$ cat config.mk
export PLATFORM = sky130hd
export DESIGN_NAME = uart_tx
export DESIGN_NICKNAME = d
export VERILOG_FILES = /design/src/rtl/uart_tx.sv
export SDC_FILE = /design/constraint.sdc
export NUM_CORES = 1
export LEC_CHECK = 0
export ABC_CLOCK_PERIOD_IN_PS = 2200
export CORE_ASPECT_RATIO = 1.4
export CORE_MARGIN = 2
export CORE_UTILIZATION = 50
export CTS_BUF_LIST = sky130_fd_sc_hd__clkbuf_4 sky130_fd_sc_hd__clkbuf_8 sky130_fd_sc_hd__clkbuf_16
export CTS_CLUSTER_SIZE = 24
export DETAILED_ROUTE_END_ITERATION = 8
export PLACE_DENSITY = 0.72
export SYNTH_ARGS = -nofsm -noshare
export SYNTH_HDL_FRONTEND = slang
export SYNTH_SLANG_ARGS = --single-unit
$ cat constraint.sdc
create_clock -name i_clk -period 2.2 [get_ports i_clk]
set_clock_uncertainty 0.1 [all_clocks]
set_input_delay 0.33 -clock i_clk [delete_from_list [all_inputs] [get_ports i_clk]]
set_output_delay 0.33 -clock i_clk [all_outputs]
set_load 0.05 [all_outputs]
$ cat src/rtl/uart_tx.sv
// 8N1 UART transmitter: start bit, eight data bits LSB first, stop bit, each held
// CLKS_PER_BIT clocks. Every output comes straight from a flop.
module uart_tx #(
  parameter int CLKS_PER_BIT = 868
) (
  input  logic       i_clk,
  input  logic       i_rst,
  input  logic       i_tx_byte_rdy,
  input  logic [7:0] i_tx_byte,
  output logic       o_tx_serial,
  output logic       o_tx_active,
  output logic       o_tx_done,
  output logic [1:0] o_state
);

  localparam int CNT_W = (CLKS_PER_BIT > 1) ? $clog2(CLKS_PER_BIT) : 1;
  localparam logic [CNT_W-1:0] CNT_LAST = CNT_W'(CLKS_PER_BIT - 1);

  typedef enum logic [1:0] {
    S_IDLE  = 2'd0,
    S_START = 2'd1,
    S_DATA  = 2'd2,
    S_STOP  = 2'd3
  } state_t;

  state_t           state_q, state_d;
  logic [CNT_W-1:0] cnt_q, cnt_d;
  logic [2:0]       idx_q, idx_d;
  logic [7:0]       data_q, data_d;
  logic             serial_d, active_d, done_d;
  logic             cnt_last;
  logic [2:0]       idx_inc;

  assign cnt_last = (cnt_q == CNT_LAST);
  assign idx_inc  = idx_q + 3'd1;
  assign o_state  = state_q;

  // Request handshake: i_tx_byte_rdy is a level sampled on every rising edge, but
  // only acted on in IDLE; that edge also captures i_tx_byte. A request held high
  // across a frame is therefore taken again in the done cycle.
  always_comb begin
    state_d  = state_q;
    cnt_d    = cnt_q;
    idx_d    = idx_q;
    data_d   = data_q;
    serial_d = 1'b1;
    active_d = 1'b0;
    done_d   = 1'b0;
    case (state_q)
      S_IDLE: begin
        if (i_tx_byte_rdy) begin
          data_d   = i_tx_byte;
          state_d  = S_START;
          cnt_d    = '0;
          idx_d    = 3'd0;
          serial_d = 1'b0;
          active_d = 1'b1;
        end
      end
      S_START: begin
        active_d = 1'b1;
        serial_d = 1'b0;
        if (cnt_last) begin
          cnt_d    = '0;
          idx_d    = 3'd0;
          state_d  = S_DATA;
          serial_d = data_q[0];
        end else begin
          cnt_d = cnt_q + 1'b1;
        end
      end
      S_DATA: begin
        active_d = 1'b1;
        serial_d = data_q[idx_q];
        if (cnt_last) begin
          cnt_d = '0;
          if (idx_q == 3'd7) begin
            state_d  = S_STOP;
            serial_d = 1'b1;
          end else begin
            idx_d    = idx_inc;
            serial_d = data_q[idx_inc];
          end
        end else begin
          cnt_d = cnt_q + 1'b1;
        end
      end
      S_STOP: begin
        active_d = 1'b1;
        serial_d = 1'b1;
        if (cnt_last) begin
          // Last stop-bit clock: next cycle is the idle-high done cycle.
          cnt_d    = '0;
          state_d  = S_IDLE;
          active_d = 1'b0;
          done_d   = 1'b1;
        end else begin
          cnt_d = cnt_q + 1'b1;
        end
      end
      default: begin
        state_d = S_IDLE;
        cnt_d   = '0;
        idx_d   = 3'd0;
      end
    endcase
  end

  always_ff @(posedge i_clk) begin
    if (i_rst) begin
      state_q     <= S_IDLE;
      cnt_q       <= '0;
      idx_q       <= 3'd0;
      data_q      <= 8'd0;
      o_tx_serial <= 1'b1;
      o_tx_active <= 1'b0;
      o_tx_done   <= 1'b0;
    end else begin
      state_q     <= state_d;
      cnt_q       <= cnt_d;
      idx_q       <= idx_d;
      data_q      <= data_d;
      o_tx_serial <= serial_d;
      o_tx_active <= active_d;
      o_tx_done   <= done_d;
    end
  end

endmodule

; ---- Yosys cells after proc, flatten, opt, wreduce, memory -nomap -nowiden
; Index checks and enable logic that the tools add are counted.
[classes]
n_reduce_logical = 8
eq_ne = 11
bitwise = 1
addsub = 2
n_mux = 27
n_lt_le_gt_ge = 2
[op_table]
columns = op, count
row1 = $mux 10, 2
row2 = $pmux 10 s2, 1
row3 = $mux 3, 4
row4 = $ne 2x2->1 const B, 6
row5 = $add 10x1->10 const B, 1
row6 = $eq 10x10->1 const B, 1
row7 = $mux 2, 5
row8 = $reduce_and 5->1, 2
row9 = $mux 1, 9
row10 = $pmux 3 s3, 1
row11 = $lt 3x4->1 const B, 2
row12 = $pmux 2 s4, 1
row13 = $bmux 1 s3, 2
row14 = $eq 2x2->1 const B, 2
row15 = $pmux 1 s4, 1
row16 = $reduce_or 2->1, 2
row17 = $add 3x1->3 const B, 1
row18 = $eq 3x3->1 const B, 1
row19 = $pmux 1 s3, 1
row20 = $reduce_bool 3->1, 1
row21 = $reduce_or 3->1, 1
row22 = $eq 2x1->1 const B, 1
row23 = $logic_not 2->1, 1
row24 = $reduce_and 2->1, 1
row25 = $not 1->1, 1
[word_totals]
out_inout_bits = 5
word_cells = 58
regBits = 26
inputBits = 11

; ---- Depth between registers and ports, before layout
[depth]
word_depth = 6
ltp_mapped = 8
ltp_nobuf = 6

; ---- Worst setup path before layout
; Ideal clock, no wire load.
[synth_path]
path_kind = reg2reg
start = register state_q[0] (netlist: o_state[0])
end = register idx_q[1]
slack_ns = -0.008
path_stages_with_launch = 9
arrival_ns = 2.017
n_path_buf = 2
period_less_slack_ns = 2.208
required_ns = 2.009
setup_time_ns = 0.091
path_cell_list = dfxtp_1 > inv_1 > ha_1 > clkbuf_1 > nor2b_1 > buf_6 > nor4_4 > nand3_1 > a311oi_1
[synth_via]
elab_chain_len = 3
word_cells_on_any_way = 10
cone_classes = eq/ne (6) / mux (1) / reduce/logical (3)
[synth_lines]
columns = element, line_no
row1 = from (decl), 26  ; state_t state_q, state_d;
row2 = from (signal assigned), 119  ; state_q <= state_d;
row3 = "$eq 2x2->1, or another cell as far along", 49  ; case (state_q)
row4 = $ne 2x2->1 (no source line) or $reduce_bool 3->1 (tied branches), --
row5 = $reduce_and 5->1 (no source line), --
row6 = to (signal assigned), 121  ; idx_q <= idx_d;
row7 = to (decl), 28  ; logic [2:0] idx_q, idx_d;
; Parallel ways exist; a longest one is shown, timed or not.
; A chain may end at the register's enable or synchronous reset.

; ---- Worst setup path after layout
[layout_path]
start = register cnt_q[1]
end = register idx_q[1]
[layout_via]
elab_chain_len = 3
word_cells_on_any_way = 4
cone_classes = eq/ne (3) / reduce/logical (1)
[layout_lines]
columns = element, line_no
row1 = from (decl), 27  ; logic [CNT_W-1:0] cnt_q, cnt_d;
row2 = from (signal assigned), 120  ; cnt_q <= cnt_d;
row3 = $eq 10x10->1 *, 34  ; assign cnt_last = (cnt_q == CNT_LAST);
row4 = $ne 2x2->1 (no source line), --
row5 = $reduce_and 5->1 (no source line) *, --
; Mark *: on every way between the ends. The rest lies on a longest branch, timed or not.

==> impl_metrics.tcl <==
set metrics [dict create \
    p_sw_uw 705 \
    worst_r2r_startpoint "cnt_q[1]" \
    holdPathStages 2 \
    yosys_warnings 0 \
    cts_setup_buffers 0 \
    grt.total_usage_pct 22.2 \
    holdPathEnd "data_q[5]" \
    setup_viol 0 \
    fin_cells 224 \
    gr-total-overflow 0 \
    cts_tree "done" \
    wirelength_um 3570 \
    slew_headroom_pct 67.3 \
    reg2regPathDepth 5 \
    synthTopCellsByArea "dfxtp_1 (34%), ha_1 (6.6%), mux4_2 (5.9%)" \
    synthXorXnorAreaFrac_pct 0 \
    cts_max_level 1 \
    timing.rr.end "idx_q[1]" \
    hold_viol_final 0 \
    drtPass1Iterations 4 \
    pwr-share-comb_pct 48.1 \
    worstMarginPinSlew_ps 488 \
    synth_top_family_by_area "simple AND/OR/NAND/NOR gates" \
    clock_path_buffers 2 \
    grt_setup_unrepaired "no" \
    post-place-ws_ps 103 \
    hpwl_um 2640 \
    netlist_area_mm2 0.00152 \
    antenna_found_initial 0 \
    routedWlPerCell_um 15.9 \
    setup.worst_path.start_class "flip-flop" \
    multi_input_comb_area_um2 925 \
    end_kind "flip-flop" \
    synth_compound_area_share_pct 23.2 \
    clock_latency_ps 270 \
    clkSinkCount 26 \
    core_area_mm2 0.00288 \
    power.share.switching_pct 40.8 \
    yosys.area_share.simple_pct 23.9 \
    cts_buffers 3 \
    power_leakage_nw 0.622 \
    num-nets-final 207 \
    finalMaxSlewViolations 0 \
    fmax_ghz 0.468 \
    num_antenna_cells 0 \
    drtIter0Drc 58 \
    synthCells 167 \
    clock_tree.root_cell "clkbuf_8" \
    gp_congestion 0.824 \
    drive_above_1_share_pct 17.1 \
    vias 1412 \
    die_area_mm2 0.00350 \
    utilization_pct 62.3 \
    setup_tns_ps 0 \
    hp-start "data_q[5]" \
    maxCapViolations 0 \
    seq_area_um2 522 \
    hold_path_class "reg -> reg" \
    vias_per_cell 6.30 \
    synth_fa_ha_area_share_pct 6.59 \
    synth.area.mux_share_pct 6.59 \
    power_per_cell_area_mw_per_mm2 964 \
    synth_seq_area_share_pct 34.3 \
    critical_path.max_fanout 5 \
    yosysTopAreaCell "dfxtp_1" \
    avgSynthCellArea_um2 9.10 \
    synth_edf_count 0 \
    crit_arrival_ps 2170 \
    ys_ff_latch 26 \
    finalCriticalPeriod_ps 2130 \
    floorplan.rows 23 \
    setup_ws_ps 65.0 \
    clockPowerShare_pct 18.1 \
    vdd_drop_max_mv 0.548 \
    antenna_left 0 \
    io_buffer_count 15 \
    dieWidth_um 50.6 \
    syn-num-nets 186 \
    start_util_pct 52.8 \
    fin_crit_sh_pct 97.0 \
    synth_cell_types 43 \
    die_y_um 69.2 \
    io_pins 16 \
    fill_cells 252 \
    status "completed" \
    crit_type "reg -> reg" \
    async_reset_ff_share_pct 0 \
    dp_cells 220 \
    seqPwrFrac_pct 33.8 \
    synth_top_area_share_pct 34.3 \
    first_global_vias 1420 \
    area_growth_pct 18.0 \
    grt_start_max_net_pins 17 \
    internal_power_mw 1.02 \
    ff2ff_setup_slack_ps 70 \
    clk_pin_slew_worst_paths_ps 90 \
    synth_top_flop_cell "dfxtp_1" \
    required_ps 2240 \
    drc 0 \
    grt_pass1_wl_um 6180 \
]
routing by layer:
| metal | wire (µm) | share of wire (%) | global-route usage, % | up-vias |
|---|---|---|---|---|
| li1 | - | - | - | 692 |
| met1 | 1480 | 41 | 26.3 | 674 |
| met2 | 1910 | 53 | 39.2 | 40 |
| met3 | 128 | 3.6 | 3.23 | 6 |
| met4 | 52 | 1.5 | 8.71 | 0 |
| met5 | 0 | 0 | 0 | - |
repair_timing:
action / in CTS / in global routing
endpoints found under the setup margin: 0 / 2
gates resized for setup: 0 / 3
hold buffers: 0 / 0
power groups by stage:
stage	sequential, mW	combinational, mW	clock (mW)
finish	0.583	0.831	0.313
global route	0.592	0.919	0.338
CTS	0.584	0.819	0.316
detailed placement	0.596	0.811	0
global placement	0.591	0.790	0
floorplan	0.690	0.494	0
cell type report:
cell class | instances | area share (%)
sequential | 26 | 29.1
clock buffer | 4 | 3.07
timing repair buffer | 26 | 13.0
inverter | 3 | 0.628
multi-input combinational | 128 | 51.6
tap | 37 | 2.58
worst max-delay path by stage:
stage / start / end / slack (ps) / depth (start not counted)
after floorplan: o_state[1] / idx_q[1] / 20 / 8
final: cnt_q[1] / idx_q[1] / 70 / 5
after detailed placement: cnt_q[1] / idx_q[1] / 100 / 5
after global placement: idx_q[0] / o_tx_serial / 170 / 5
after global routing: cnt_q[1] / idx_q[1] / 8 / 6
after CTS: idx_q[0] / o_tx_serial / 40 / 5
cells by family (layout without fill, tap and decap cells):
logic type,count (synthesis),after routing
AOI/OAI and AO/OA,48,48
adders and majority gates,8,8
buffers and inverters,13,33
DFF,26,26
muxes,5,5
and+or+nand+nor,67,67
registers in the layout, summed over array words and instances, names as in the netlist:
register     count
o_state          2
o_tx_serial      1
idx_q            3
data_q           8
cnt_q           10
o_tx_done        1
o_tx_active      1
metrics by stage:
stage | power, mW | hold slack [ps] | cell area, µm²
5_1_grt | 1.85 | 401 | 1790
2_1_floorplan | 1.18 | 343 | 1520
6_report | 1.73 | 376 | 1790
3_5_place_dp | 1.41 | 363 | 1730
3_3_place_gp | 1.38 | 356 | 1730
4_1_cts | 1.72 | 376 | 1780
synthesized netlist by cell type, types with 2 or more instances:
cell and count:
nor3_1 5, buf_6 3, inv_1 3, nor2_1 9
o211ai_1 2, nand4_1 2, a211oi_1 2, a41oi_1 3
nor2b_1 4, a311oi_1 8, o21ai_0 2, mux4_2 4
a21oi_1 14, nor3b_1 2, ha_1 8, dfxtp_1 26
o311a_2 2, nand2_1 17, clkbuf_1 5, o31a_2 2
o31ai_1 2, a31oi_1 3, a32oi_1 2, nand3_1 17
nand3b_1 2
critical path, cell delays in order, from the launching register on:
cell and delay [ps]:
dfxtp_1 390, ha_2 230, or4b_4 510, o31a_2 340, o22ai_1 270, a311oi_1 160
cells in the final DEF (no fill, tap or decap), types with 2 or more instances in the layout:
cell / netlist / routed
dfxtp_1: 26 / 25
o311a_2: 2 / 2
ha_1: 8 / 7
buf_4: 0 / 11
inv_1: 3 / 3
o31a_2: 2 / 2
a32oi_1: 2 / 2
nor2_1: 9 / 9
nor3b_1: 2 / 2
o21ai_0: 2 / 2
a41oi_1: 3 / 3
nand3b_1: 2 / 2
a31oi_1: 3 / 3
o31ai_1: 2 / 2
a311oi_1: 8 / 8
nor3_1: 5 / 5
clkbuf_8: 1 / 4
clkdlybuf4s50_1: 0 / 15
o211ai_1: 2 / 2
nand3_1: 17 / 17
a21oi_1: 14 / 14
nand2_1: 17 / 17
mux4_2: 4 / 4
nor2b_1: 4 / 4
nand4_1: 2 / 2
a211oi_1: 2 / 2
Note: power is estimated with default switching activity, not from simulation.
